**config.mk**
```make
export PLATFORM = sky130hd
export DESIGN_NAME = led_pattern_gen
export DESIGN_NICKNAME = d
export VERILOG_FILES = /design/src/rtl/led_pkg.sv /design/src/rtl/led_chan.sv /design/src/rtl/led_pattern_gen.sv
export SDC_FILE = /design/constraint.sdc
export NUM_CORES = 1
export LEC_CHECK = 0
export ABC_CLOCK_PERIOD_IN_PS = 2650
export CAP_MARGIN = 20
export CORE_MARGIN = 4
export CORE_UTILIZATION = 40
export DETAILED_ROUTE_END_ITERATION = 8
export GPL_TIMING_DRIVEN = 1
export HOLD_SLACK_MARGIN = 0.08
export PLACE_DENSITY = 0.66
export SYNTH_ARGS = -nofsm -noshare
export SYNTH_HDL_FRONTEND = slang
export SYNTH_SLANG_ARGS = --single-unit
```
**constraint.sdc**
```tcl
create_clock -name clk -period 2.65 [get_ports clk]
set_input_delay 0.53 -clock clk [delete_from_list [all_inputs] [get_ports clk]]
set_output_delay 0.53 -clock clk [all_outputs]
set_load 0.03 [all_outputs]
```
**src/rtl/led_pkg.sv**
```systemverilog
// Package led_pkg: LED channel mode encoding and shared sizing helpers.
// Imported by led_chan and led_pattern_gen.
package led_pkg;

    // Channel operating mode as written on cfg_mode.
    typedef logic [1:0] led_mode_t;

    localparam led_mode_t LED_OFF   = 2'd0;
    localparam led_mode_t LED_ON    = 2'd1;
    localparam led_mode_t LED_BLINK = 2'd2;
    localparam led_mode_t LED_PWM   = 2'd3;

    // Width of a channel-select field; at least one bit even for a single channel.
    function automatic int ch_width(input int num_ch);
        return (num_ch > 1) ? $clog2(num_ch) : 1;
    endfunction

    // Only BLINK advances the per-channel counter; every other mode parks it at zero.
    function automatic logic mode_runs_counter(input led_mode_t mode);
        return (mode == LED_BLINK);
    endfunction

endpackage

```
**src/rtl/led_chan.sv**
```systemverilog
// led_chan: one LED channel. Holds the channel's mode, blink half-period and
// PWM duty, the blink counter and phase, and produces a registered LED level
// plus a one-cycle pulse on every blink toggle. The shared PWM counter and the
// per-channel write strobe come from the top level.
module led_chan
    import led_pkg::*;
#(
    parameter int          CNT_W  = 26,
    parameter int          PWM_W  = 8,
    parameter int unsigned RST_HP = 6000000
) (
    input  logic             clk,
    input  logic             rst_n,
    input  logic             i_we,
    input  led_mode_t        i_mode,
    input  logic [CNT_W-1:0] i_half_period,
    input  logic [PWM_W-1:0] i_duty,
    input  logic             i_sync,
    input  logic [PWM_W-1:0] i_pwm_cnt,
    output logic             o_led,
    output logic             o_pulse
);

    led_mode_t        r_mode;
    logic [CNT_W-1:0] r_half_period;
    logic [PWM_W-1:0] r_duty;
    logic [CNT_W-1:0] r_cnt;
    logic             r_phase;
    logic             r_led;
    logic             r_pulse;

    led_mode_t        w_mode_n;
    logic [CNT_W-1:0] w_half_period_n;
    logic [PWM_W-1:0] w_duty_n;
    logic [CNT_W-1:0] w_cnt_n;
    logic             w_phase_n;
    logic             w_pulse_n;
    logic             w_led_n;
    logic             w_hit;

    assign w_hit = (r_cnt == r_half_period);

    // Next-state: a config write restarts the channel and beats any toggle or
    // sync in the same cycle; otherwise BLINK counts and toggles at the half-period.
    always_comb begin
        w_mode_n        = r_mode;
        w_half_period_n = r_half_period;
        w_duty_n        = r_duty;
        w_cnt_n         = '0;
        w_phase_n       = 1'b0;
        w_pulse_n       = 1'b0;

        if (i_we) begin
            w_mode_n        = i_mode;
            w_half_period_n = i_half_period;
            w_duty_n        = i_duty;
        end else if (mode_runs_counter(r_mode)) begin
            if (i_sync) begin
                // Phase-align: counter and phase restart, no toggle reported.
                w_cnt_n   = '0;
                w_phase_n = 1'b0;
            end else if (w_hit) begin
                w_cnt_n   = '0;
                w_phase_n = ~r_phase;
                w_pulse_n = 1'b1;
            end else begin
                w_cnt_n   = r_cnt + 1'b1;
                w_phase_n = r_phase;
            end
        end
    end

    // Output mux evaluated on the post-update mode so a write shows on the LED
    // right after its edge; PWM compares against the incoming duty immediately.
    always_comb begin
        w_led_n = 1'b0;
        case (w_mode_n)
            LED_OFF:   w_led_n = 1'b0;
            LED_ON:    w_led_n = 1'b1;
            LED_BLINK: w_led_n = w_phase_n;
            LED_PWM:   w_led_n = (i_pwm_cnt < w_duty_n);
            default:   w_led_n = 1'b0;
        endcase
    end

    // Channel state and registered outputs; everything returns to its idle value on reset.
    always_ff @(posedge clk or negedge rst_n) begin
        if (!rst_n) begin
            r_mode        <= LED_OFF;
            r_half_period <= CNT_W'(RST_HP);
            r_duty        <= '0;
            r_cnt         <= '0;
            r_phase       <= 1'b0;
            r_led         <= 1'b0;
            r_pulse       <= 1'b0;
        end else begin
            r_mode        <= w_mode_n;
            r_half_period <= w_half_period_n;
            r_duty        <= w_duty_n;
            r_cnt         <= w_cnt_n;
            r_phase       <= w_phase_n;
            r_led         <= w_led_n;
            r_pulse       <= w_pulse_n;
        end
    end

    assign o_led   = r_led;
    assign o_pulse = r_pulse;

endmodule

```
**src/rtl/led_pattern_gen.sv**
```systemverilog
// led_pattern_gen: NUM_CH independent LED channels, each OFF / ON / BLINK
// (programmable half-period) / PWM (duty against a shared free-running frame
// counter). Config writes target one channel at a time; out-of-range channel
// numbers are dropped.
// Optional feature macro: LED_SYNC_EN adds the sync_i port, which phase-aligns
// every BLINK channel in the cycle it is high.
module led_pattern_gen
    import led_pkg::*;
#(
    parameter int            NUM_CH = 4,
    parameter int            CNT_W  = 26,
    parameter int            PWM_W  = 8,
    parameter int unsigned   RST_HP = 6000000,
    localparam int           CH_W   = ch_width(NUM_CH)
) (
    input  logic              clk,
    input  logic              rst_n,
    input  logic              cfg_we,
    input  logic [CH_W-1:0]   cfg_ch,
    input  logic [1:0]        cfg_mode,
    input  logic [CNT_W-1:0]  cfg_half_period,
    input  logic [PWM_W-1:0]  cfg_duty,
    output logic [NUM_CH-1:0] led,
    output logic [NUM_CH-1:0] toggle_pulse
`ifdef LED_SYNC_EN
    ,
    input  logic              sync_i
`endif
);

    logic [PWM_W-1:0]  r_pwm_cnt;
    logic [NUM_CH-1:0] w_we;
    logic              w_sync;

`ifdef LED_SYNC_EN
    assign w_sync = sync_i;
`else
    assign w_sync = 1'b0;
`endif

    // Shared PWM frame counter; wraps naturally at 2^PWM_W so every frame is the same length.
    always_ff @(posedge clk or negedge rst_n) begin
        if (!rst_n) begin
            r_pwm_cnt <= '0;
        end else begin
            r_pwm_cnt <= r_pwm_cnt + 1'b1;
        end
    end

    // One write strobe per channel; a cfg_ch with no matching channel raises none.
    genvar g;
    generate
        for (g = 0; g < NUM_CH; g++) begin : g_chan
            assign w_we[g] = cfg_we && (cfg_ch == CH_W'(g));

            led_chan #(
                .CNT_W  (CNT_W),
                .PWM_W  (PWM_W),
                .RST_HP (RST_HP)
            ) u_chan (
                .clk           (clk),
                .rst_n         (rst_n),
                .i_we          (w_we[g]),
                .i_mode        (led_mode_t'(cfg_mode)),
                .i_half_period (cfg_half_period),
                .i_duty        (cfg_duty),
                .i_sync        (w_sync),
                .i_pwm_cnt     (r_pwm_cnt),
                .o_led         (led[g]),
                .o_pulse       (toggle_pulse[g])
            );
        end
    endgenerate

endmodule

```
==> results of run 1 <==
[state kept, by name, indices dropped and copies added (netlist names)]
name / flops
r_pwm_cnt: 8
g_chan.u_chan.r_mode: 8
g_chan.u_chan.r_half_period: 104
g_chan.u_chan.r_cnt: 104
g_chan.u_chan.r_phase: 4
g_chan.u_chan.r_duty: 32
g_chan.u_chan.o_pulse: 4
g_chan.u_chan.o_led: 4
[routing by layer]
metal | share of wire (%) | vias up
met1 | 46 | 4323
li1 | - | 4079
met5 | 0 | -
met4 | 3.0 | 0
met3 | 4.7 | 51
met2 | 46 | 172
[final timing paths]
path                                       startpoint                    endpoint  slack (ps)  depth (start not counted)
min                        g_chan[3].u_chan.r_duty[1]  g_chan[3].u_chan.r_duty[1]         490                          2
min reg2reg                g_chan[3].u_chan.r_duty[1]  g_chan[3].u_chan.r_duty[1]         490                          2
max                                            cfg_we      g_chan[0].u_chan.o_led         230                         10
max reg2reg                 g_chan[2].u_chan.r_cnt[6]  g_chan[2].u_chan.r_cnt[25]         260                          5
max in group asynchronous                       rst_n   g_chan[3].u_chan.r_cnt[1]        1290                          3
min in group asynchronous                       rst_n      g_chan[0].u_chan.o_led         530                          2
[cells by family after synthesis]
logic type,after synthesis,synth area share (%)
compound gates,44,2.38
xor+xnor,205,13.6
fa+ha+maj,33,3.14
buf+inv,89,3.19
flops,268,51.3
mux,144,12.0
simple gates,360,14.3
[power by group through the flow]
stage	registers [W]	clock network [W]	logic, W
2_1_floorplan	0.00490	0	0.00104
3_3_place_gp	0.00499	0	0.00148
3_5_place_dp	0.00501	0	0.00152
4_1_cts	0.00494	0.00471	0.00153
5_1_grt	0.00499	0.00489	0.00169
6_report	0.00494	0.00461	0.00152
[layout make-up]
type                       count  area, sq um  share of cell area, %
clock buffer                  31          743                   4.80
inverter                      49          184                   1.19
tap                          442          553                   3.57
timing repair buffer          91          881                   5.69
sequential                   268         6760                   43.7
multi-input combinational    786         6000                   38.8
clock inverter                22          358                   2.31
[layout by cell type, fill, tap and decap left out, types with 2 or more instances in the layout]
master           instances
dfstp_2                 40
nor4_2                   2
xnor2_1                107
mux2i_1                 28
a21oi_1                  9
nand3_1                 39
and3b_1                  3
and2_1                   2
o21a_1                   6
buf_8                    2
clkbuf_16               29
and3_1                  21
o211ai_1                 9
dfrtp_1                228
nand3b_1                 2
clkinv_2                 5
nor4_1                  26
clkdlybuf4s50_1         47
nor2_1                 131
buf_12                   5
nor2b_1                  2
ha_1                    33
xor2_1                  98
buf_4                   36
and4_1                  14
o21ai_4                  2
nand2_1                 38
bufinv_16                9
nand4b_1                 4
a21o_1                   7
clkinvlp_4               6
inv_1                   49
nor3_1                  28
mux2_2                 116
clkinv_4                 2
nor4b_1                  4
nand4_1                 29
or4b_4                   3
o21ai_0                  6
[metrics by stage]
stage	area, sq um	TNS (ps)
after CTS	15500	0
after detailed placement	14400	-1110
after floorplan	13200	0
final	15500	0
after global placement	14400	-361
after global routing	15500	0
[worst register-to-register path: stages (launching register included)]
cell,delay [ps]
dfrtp_1,440
xor2_1,180
nor4_1,340
or4b_4,550
o21ai_4,600
nor2_1,140
==> results.txt, run 1 <==
----------------------------------------------------
[Run status]
  Result of the run ... completed

[Clock network]
  Clock network latency to the later pin of the worst-skew pair ... around 550 ps
  Clk root buf ... clkbuf_16
  Number of buffers added for setup after CTS ... 0
  Number of buffers on the longest clock path ... 3
  TritonCTS clock tree ... done
  Clock transition at the registers of the reported paths ... 60 ps
  Number of levels the H-tree was split into ... 1
  Post_cts resized ... 0
  Number of hold-repair buffers added at the cts stage ... 1
  Total number of clock tree sinks ... 268
  Number of buffers inserted during clock tree synthesis ... 29

[Routing]
  Drt via density ... 5.11
  Remaining routing DRC violations ... 0
  Routed len/inst ... 18.3 microns
  Detail Route Antenna Nets ... 0
  Detailed-routing iteration count for the pre-antenna-repair pass ... 5
  Number of vias in the routed layout ... approximately 8600
  Total Routed Length ... between 30 and 40 mm
  Iteration-0 DRC count of the detailed router ... around 620

[Worst hold path]
  Path class of the lowest-slack min-delay path ... reg2reg

[Finish]
  Layout Utilization ... 47.6%
  Layout overhead on the synthesized area ... 17.5%
  Fill cells ... 2972
  Number of cells in the finished layout apart from fillers ... between 1500 and 2000
  Post-layout net count ... 1299
  ANT cells ... 0
  Proportion of layout cells with a drive suffix above 1 ... 21.3%

[Placement]
  GPL Wtd Cong ... 0.820
  Number of cells in the design after placement ... between 1500 and 2000
  Post-Place Worst Slack ... -181 ps
  Number of port buffers ... 48
  Dpl hpwl ... 21.9 mm

[STA]
  Worst-Margin Slew ... 698 ps
  Final setup violation count ... 0
  Final hold vios ... 0
  Setup slack of the critical path after layout ... around 230 ps
  Final clock period utilization by the worst path ... between 90 and 100%
  RSZ-0062 raised after global routing ... no
  Worst hold margin ... 492 ps
  Maximum operating frequency ... 413 MHz
  Minimum period implied by the final worst setup slack ... 2420 ps
  Worst Skew ... ~9.5 ps
  Final Max Tran Viols ... 0
  Max-Slew Margin vs Limit ... between 50% and 60%

[Power and ir drop]
  Sw power ... about 0.0028 W
  Pint ... 0.00830 W
  Max rail drop VDD ... between 0.6 and 0.7 mV
  Share of total power consumed by net switching ... between 20% and 30%
  Seq pwr share ... 44.6%
  Post-layout total power ... 0.0111 W
  Power per standard cell area ... just over 700 nW/um^2
  Lkg Pwr ... 6.65 nW
  Clock network fraction of total power ... 41.7%
  Portion of total power attributed to combinational logic ... between 10% and 20%

[GRT]
  Total track usage ... roughly 17%
  Largest net degree at the start of global routing ... 67
  Busiest layer in global routing ... met2
  Met3 routing resource usage after global routing ... around 2.6%
  Met1 usage ... about a quarter
  Via count of the first global-routing pass ... 8589
  Antenna violations before repair ... 0
  Wire length of the first global-routing pass ... 49.3 mm
  Met2 global-route usage ... 27.6%
  GR Overflow Total ... 0

[Floorplan]
  Effective utilization at floorplan ... 40.5%
  Die footprint ... approximately 36000 sq um
  Overall die width ... 189 microns
  I/O pin count ... 49
  Standard-cell rows ... 66
  Core Box Area ... 32500 sq um
  Chip Height ... 189 microns

[Logic synthesis]
  Most used standard cells in the synthesized netlist ... dfrtp_1, nor2_1, mux2_2, xnor2_1, xor2_1
  Synth top area share ... 43.3%
  Unique cell type count in the Yosys netlist ... 50
  Post-Syn Area ... 13200 sq um
  Post-Syn Nets ... 1217
  Prevailing post-synth register cell ... dfrtp_1
  Total of warnings raised by yosys ... 0
  Fraction of the yosys area taken by sequential cells ... 51.3%
  Number of synthesized flops with an enable pin ... 0
  Average instance area after synthesis ... 11.5 sq um
  Leading post-synthesis cells by cell area ... dfrtp_1, mux2_2, dfstp_2, xnor2_1, xor2_1
  Most frequently used cell type in the post-synthesis netlist ... dfrtp_1
  Count of mapped cells out of synthesis ... 1143
  Post-synthesis cell type with the largest combined area ... dfrtp_1
  Share of async-settable or async-resettable flops after synthesis ... 100%
  Synthesized flop and latch total ... roughly 270

[Worst setup path]
  CP Cell Sequence ... clkdlybuf4s50_1 > nor3b_2 > buf_4 > mux2i_1 > ha_1 > o21a_1 > o21ai_0 > a21oi_1 > o21a_1 > o211ai_1
  Crit path largest cell delay ... 540 ps
  WP data arrival ... 2870 ps
  Most repeated library cell on the critical path ... o21a_1
  Required time worst endpoint ... 3100 ps
  Standard cell with the maximum stage delay on the critical path ... clkdlybuf4s50_1
  Cell class contributing the biggest share of worst-path delay ... compound AO/OA/AOI/OAI gates
  Count of buffering cells on the critical path with inverters included ... 2
  Worst Setup Start Kind ... input port
  Largest fanout on the critical path ... 4
  CP Capture Type ... flip-flop
  Worst setup path category ... in2reg

[Flow run]
  MaxCap Viol Count ... 0

----------------------------------------------------
No activity file was read; power rests on OpenSTA's default activity.
==> run 2, diff against run 1 <==
Settings changed: GPL_TIMING_DRIVEN 1 to 0.
==> run 2 against run 1 <==
  * Total power down 0.70%
  * First-iteration DRC count down 21%
  * Highest routed layer unchanged
  * Critical path type unchanged
  * Setup slack worse by 130 ps
  * Largest power group unchanged
  * Cell count up 0.65%
  * Critical endpoint is now g_chan[3].u_chan.o_led
  * Die area unchanged
  * Combinational power about the same
  * Sequential cell count unchanged
  * Worst hold slack worse by 7.6 ps
  * Global-route usage up 0.12 points
  * Clock skew up 2.9 ps
  * Routed wire length down 0.18%
  * Clock power down 2%
==> results.txt, run 2 (same netlist as run 1, synthesis figures left out) <==
----------------------------------------------------
[Run status]
  Result of the run ... completed

[Power and ir drop]
  Portion of total power attributed to combinational logic ... 13.7%
  Share of total power consumed by net switching ... 25.0%
  Pint ... 0.00824 W
  Lkg Pwr ... 6.67 nW
  Max rail drop VDD ... 0.515 mV
  Post-layout total power ... 0.0110 W
  Seq pwr share ... 44.9%
  Power per standard cell area ... 709 nW/um^2
  Sw power ... 0.00275 W
  Clock network fraction of total power ... between 40% and 50%

[Worst setup path]
  Required time worst endpoint ... 3090 ps
  Standard cell with the maximum stage delay on the critical path ... clkdlybuf4s50_1
  Worst setup path category ... in2reg
  CP Cell Sequence ... clkdlybuf4s50_1 > nand3_4 > mux2_2 > inv_1 > ha_1 > a21o_1 > a21oi_1 > nor2b_1 > o41a_1 > o211ai_1
  Crit path largest cell delay ... 560 ps
  CP Capture Type ... flip-flop
  WP data arrival ... 2990 ps
  Worst Setup Start Kind ... input port
  Largest fanout on the critical path ... 5

[Placement]
  Number of port buffers ... 48
  GPL Wtd Cong ... roughly 0.83
  Post-Place Worst Slack ... -1230 ps
  Area after DPL ... 14300 sq um
  Dpl hpwl ... 22.0 mm

[STA]
  RSZ-0062 raised after global routing ... no
  Sum Neg Setup Slack ... 0 ps
  Final clock period utilization by the worst path ... between 90% and 100%
  Setup slack of the critical path after layout ... 99.8 ps
  Worst Skew ... ~12 ps
  Maximum operating frequency ... 392 MHz
  Minimum period implied by the final worst setup slack ... 2550 ps
  Worst-Margin Slew ... 674 ps
  Worst hold margin ... 485 ps
  Final setup violation count ... 0
  Final Max Tran Viols ... 0
  Max-Slew Margin vs Limit ... 54.5%
  Final hold vios ... 0

[GRT]
  GR Overflow Total ... 0
  Wire length of the first global-routing pass ... ~50 mm
  Largest net degree at the start of global routing ... roughly 130
  Antenna violations before repair ... 0
  Via count of the first global-routing pass ... 8813
  Total track usage ... 17.4%

[Routing]
  Iteration-0 DRC count of the detailed router ... 491
  Drt via density ... slightly above 5
  Detailed-routing iteration count for the pre-antenna-repair pass ... 4
  Remaining routing DRC violations ... 0
  Total Routed Length ... 30.9 mm
  Detail Route Antenna Nets ... 0
  Routed len/inst ... 18.2 microns
  Number of vias in the routed layout ... 8640

[Finish]
  Layout overhead on the synthesized area ... 17.7%
  Design Area, Final ... 15500 sq um
  Commonest cells after routing, fill and taps aside ... dfrtp_1, nor2_1, mux2_2
  ANT cells ... 0
  Post-layout net count ... approximately 1300
  Largest registers ranked by flip-flop count ... g_chan.u_chan.r_cnt x104, g_chan.u_chan.r_half_period x104, g_chan.u_chan.r_duty x32
  Proportion of layout cells with a drive suffix above 1 ... between 20% and 30%
  Most frequent standard cell in the layout excluding fill and tap cells ... dfrtp_1

[Floorplan]
  Die footprint ... roughly 36000 sq um
  Core Box Area ... 32500 sq um
  I/O pin count ... about 50
  Chip Height ... 189 microns
  Standard-cell rows ... 66
  Effective utilization at floorplan ... 40.5%
  Overall die width ... 189 microns

[Clock network]
  Number of buffers inserted during clock tree synthesis ... 30
  TritonCTS clock tree ... done
  Clk root buf ... clkbuf_16
  Total number of clock tree sinks ... around 270
  Number of levels the H-tree was split into ... 1
  Number of buffers on the longest clock path ... 3
  Clock transition at the registers of the reported paths ... 60 ps
  Clock network latency to the later pin of the worst-skew pair ... 550 ps

[Flow run]
  MaxCap Viol Count ... 0

[Worst hold path]
  Path class of the lowest-slack min-delay path ... reg2reg

----------------------------------------------------
## run 2: routing by layer
layer | GRT usage (%) | share of wire (%) | vias up | wire [microns]
li1 | - | - | 4107 | -
met1 | 24.7 | 46 | 4329 | 14200
met2 | 28.0 | 47 | 154 | 14400
met3 | 2.75 | 5.0 | 50 | 1540
met4 | 4.40 | 2.5 | 0 | 762
met5 | 0 | 0 | - | 0
## run 2: what timing repair did
| action | in CTS | in global routing |
|---|---|---|
| hold buffers | 1 | 0 |
| resized for setup | 6 | 10 |
| setup endpoints to repair | 4 | 4 |
| hold endpoints to repair | 49 | 0 |
| buffers inserted | 6 | 5 |
| pin swaps | 0 | 2 |
## run 2: area by class of cell
cell class	instances	area, sq um
well taps	442	553
flip-flops and latches	268	6760
fillers	3002	17000
clock buffers	43	911
multi-input cells	786	6010
clock inverters	12	194
inverters	49	184
repair buffers	62	636
plain buffers	38	254
## run 2: per-stage QoR
stage          utilization [%]  instances
6_report                  47.6       1700
5_1_grt                   47.6       1700
4_1_cts                   47.4       1695
3_5_place_dp              43.8       1635
3_3_place_gp              43.7       1633
2_1_floorplan                -       1143
## run 2: critical path: cells and delay by family
family,cells,cell delay [ps]
buffers and inverters,2,630
adder cells (fa/ha/maj),1,230
AO/OA/AOI/OAI,4,1080
AND/OR/NAND/NOR,2,220
multiplexers,1,310
## run 2: final timing paths
check / startpoint / endpoint / slack, ps / cells after the start
worst max-delay path: cfg_ch[1] / g_chan[3].u_chan.o_led / 100 / 10
worst min-delay path: g_chan[0].u_chan.r_duty[7] / g_chan[0].u_chan.r_duty[7] / 480 / 2
worst max register to register: g_chan[3].u_chan.r_cnt[13] / g_chan[3].u_chan.r_cnt[19] / 200 / 7
worst min register to register: g_chan[0].u_chan.r_duty[7] / g_chan[0].u_chan.r_duty[7] / 480 / 2
max in group asynchronous: rst_n / g_chan[2].u_chan.r_half_period[5] / 770 / 4
min in group asynchronous: rst_n / r_pwm_cnt[7] / 500 / 2
## run 2: power by group through the flow
stage / registers [W] / clock network [W] / logic [W]
finish: 0.00494 / 0.00454 / 0.00151
global route: 0.00499 / 0.00481 / 0.00168
CTS: 0.00494 / 0.00464 / 0.00152
detailed placement: 0.00501 / 0 / 0.00150
global placement: 0.00500 / 0 / 0.00146
floorplan: 0.00490 / 0 / 0.00104
==> run 3, diff against run 2 <==
Settings changed: ABC_CLOCK_PERIOD_IN_PS 2650 to 3220, MAX_ROUTING_LAYER from default to met4, PLACE_DENSITY 0.66 to 0.63.
Clock period 2.65 ns to 3.22 ns, I/O delays scaled along.
==> run 3 against run 2 <==
  * Final area down 1.6%
  * Critical path depth unchanged
  * Register-to-register slack better by 560 ps
  * Non-clock buffer count down 8
  * Largest cell class unchanged
==> results.txt, run 3 (same netlist as run 1, synthesis figures left out) <==
----------------------------------------------------
[Worst hold path]
  Path class of the lowest-slack min-delay path ... in2async

[Finish]
  Design Area, Final ... approximately 15000 sq um
  Fill cells ... roughly 3000
  Commonest cells after routing, fill and taps aside ... dfrtp_1, nor2_1, mux2_2
  Largest registers ranked by flip-flop count ... g_chan.u_chan.r_cnt x104, g_chan.u_chan.r_half_period x104, g_chan.u_chan.r_duty x32
  ANT cells ... 0
  Flip-flop and latch area ... ~6800 sq um
  Proportion of layout cells with a drive suffix above 1 ... 19.7%
  Post-layout net count ... 1300
  Layout overhead on the synthesized area ... 15.8%
  Most frequent standard cell in the layout excluding fill and tap cells ... dfrtp_1
  Area taken by multi-input logic gates ... ~6000 sq um
  Number of cells in the finished layout apart from fillers ... 1691

[Floorplan]
  Effective utilization at floorplan ... 40.5%
  Standard-cell rows ... 66
  I/O pin count ... 49
  Core Box Area ... about 33000 sq um
  Overall die width ... 189 microns
  Chip Height ... 189 microns
  Die footprint ... 35900 sq um

[Clock network]
  Clk root buf ... clkbuf_16
  Clock transition at the registers of the reported paths ... ~60 ps
  Number of hold-repair buffers added at the cts stage ... 0
  Clock network latency to the later pin of the worst-skew pair ... 550 ps
  Total number of clock tree sinks ... 268
  Number of buffers inserted during clock tree synthesis ... 29
  Number of levels the H-tree was split into ... 1
  TritonCTS clock tree ... done
  Number of buffers on the longest clock path ... 3

[Routing]
  Remaining routing DRC violations ... 0
  Routed len/inst ... 18.1 microns
  Detail Route Antenna Nets ... 0
  Number of vias in the routed layout ... 8498
  Iteration-0 DRC count of the detailed router ... 472
  Detailed-routing iteration count for the pre-antenna-repair pass ... 4
  Drt via density ... 5.03
  Total Routed Length ... approximately 31 mm

[Power and ir drop]
  Portion of total power attributed to combinational logic ... 14.4%
  Pint ... 0.00639 W
  Share of total power consumed by net switching ... 25.8%
  Seq pwr share ... 47.1%
  Clock network fraction of total power ... ~39%
  Lkg Pwr ... 6.55 nW
  Max rail drop VDD ... 0.426 mV
  Sw power ... 0.00222 W
  Power per standard cell area ... 564 nW/um^2

[STA]
  Minimum period implied by the final worst setup slack ... slightly above 3000 ps
  Final clock period utilization by the worst path ... a little over nine tenths
  RSZ-0062 raised after global routing ... no
  Final Max Tran Viols ... 0
  Maximum operating frequency ... around 330 MHz
  Max-Slew Margin vs Limit ... 53.4%
  Setup slack of the critical path after layout ... 187 ps
  Final setup violation count ... 0
  Final hold vios ... 0
  Worst hold margin ... 67.7 ps
  Worst Skew ... a little under 10 ps
  Sum Neg Setup Slack ... 0 ps
  Worst-Margin Slew ... 699 ps

[Worst setup path]
  Largest fanout on the critical path ... 10
  Crit path largest cell delay ... 520 ps
  Endpoint of the most critical register-to-register path ... g_chan[3].u_chan.r_cnt[15]
  Required time worst endpoint ... ~3700 ps
  CP Capture Type ... flip-flop
  Logic depth of the worst register-to-register path ... 6
  Worst R2R Start ... g_chan[3].u_chan.r_cnt[14]
  Worst Setup Start Kind ... input port
  Launching instance or port of the critical path ... cfg_ch[1]
  CP Cell Sequence ... clkdlybuf4s50_1 > nand3_2 > clkbuf_2 > mux2i_1 > ha_1 > a21o_1 > a21oi_1 > nor2b_1 > o41a_1 > o211ai_1
  Reg-to-reg setup timing slack ... around 760 ps
  Standard cell with the maximum stage delay on the critical path ... clkdlybuf4s50_1
  WP data arrival ... between 3000 and 4000 ps
  Worst setup path category ... in2reg

[GRT]
  Wire length of the first global-routing pass ... 48.9 mm
  Antenna violations before repair ... 1
  Total track usage ... 17.6%
  Largest net degree at the start of global routing ... 96
  Via count of the first global-routing pass ... about 8600
  GR Overflow Total ... 0

[Placement]
  Area after DPL ... around 14000 sq um
  Number of port buffers ... 48
  Number of cells in the design after placement ... 1635
  GPL Wtd Cong ... 0.843
  Dpl hpwl ... between 20 and 25 mm
  Post-Place Worst Slack ... -813 ps

[Flow run]
  MaxCap Viol Count ... 0

[Run status]
  Result of the run ... completed

----------------------------------------------------
## run 3: cell count changes in the layout (fill, tap and decap cells not counted), sizes merged
cell / before / now
clkbuf: 55 / 64
clkinvlp: 2 / 0
buf: 40 / 31
clkinv: 4 / 3
dlymetal6s2s: 1 / 0
clkdlybuf4s50: 46 / 47
bufinv: 5 / 0
dlygate4sd3: 1 / 0
## run 3: worst max-delay path, delay by kind of cell
family                     cells  cell delay [ps]
muxes                          1              220
buffers and inverters          2              920
AOI/OAI and AO/OA              4             1090
adders and majority gates      1              220
and+or+nand+nor                2              350
## run 3: per-stage QoR
step,power [W],utilization (%)
floorplan,0.00489,-
global placement,0.00532,43.7
detailed placement,0.00536,43.8
CTS,0.00871,46.8
global route,0.00900,46.9
finish,0.00861,46.9
## run 3: timing repair
| action | CTS | global route |
|---|---|---|
| buffers inserted | 0 | 3 |
| setup endpoints to repair | 2 | 2 |
| gates cloned | 0 | 0 |
| hold endpoints to repair | 0 | 0 |
| gates resized for setup | 1 | 1 |
## run 3: cell type report
| type | count | area share (%) |
|---|---|---|
| Buffer | 39 | 1.53 |
| Clock buffer | 50 | 6.19 |
| Clock inverter | 4 | 0.156 |
| Inverter | 49 | 1.21 |
| Multi-Input combinational cell | 786 | 39.3 |
| Sequential cell | 268 | 44.3 |
| Tap cell | 442 | 3.63 |
| Timing Repair Buffer | 53 | 3.69 |
## run 3: power groups by stage
stage / registers [W] / logic, W / clock network, W
after global placement: 0.00411 / 0.00121 / 0
final: 0.00405 / 0.00124 / 0.00332
after detailed placement: 0.00411 / 0.00124 / 0
after floorplan: 0.00403 / 0.000855 / 0
after CTS: 0.00406 / 0.00125 / 0.00340
after global routing: 0.00410 / 0.00138 / 0.00353
## run 3: worst max-delay path by stage
stage / endpoint / slack, ps / cells past startpoint
floorplan: g_chan[3].u_chan.o_led / 550 / 9
global placement: g_chan[0].u_chan.o_pulse / -10100 / 1
detailed placement: g_chan[3].u_chan.o_led / -810 / 10
CTS: g_chan[3].u_chan.o_led / 30 / 10
global route: g_chan[2].u_chan.o_led / 40 / 11
finish: g_chan[3].u_chan.o_led / 190 / 10
## run 3: routing by layer
| metal | routed length (microns) | vias up | GRT usage [%] | part of all wire, % |
|---|---|---|---|---|
| met3 | 1270 | 39 | 1.92 | 4.1 |
| li1 | - | 4098 | - | - |
| met1 | 14400 | 4223 | 25.0 | 47 |
| met2 | 14300 | 138 | 27.9 | 47 |
| met5 | 0 | - | - | 0 |
| met4 | 592 | 0 | 3.39 | 1.9 |
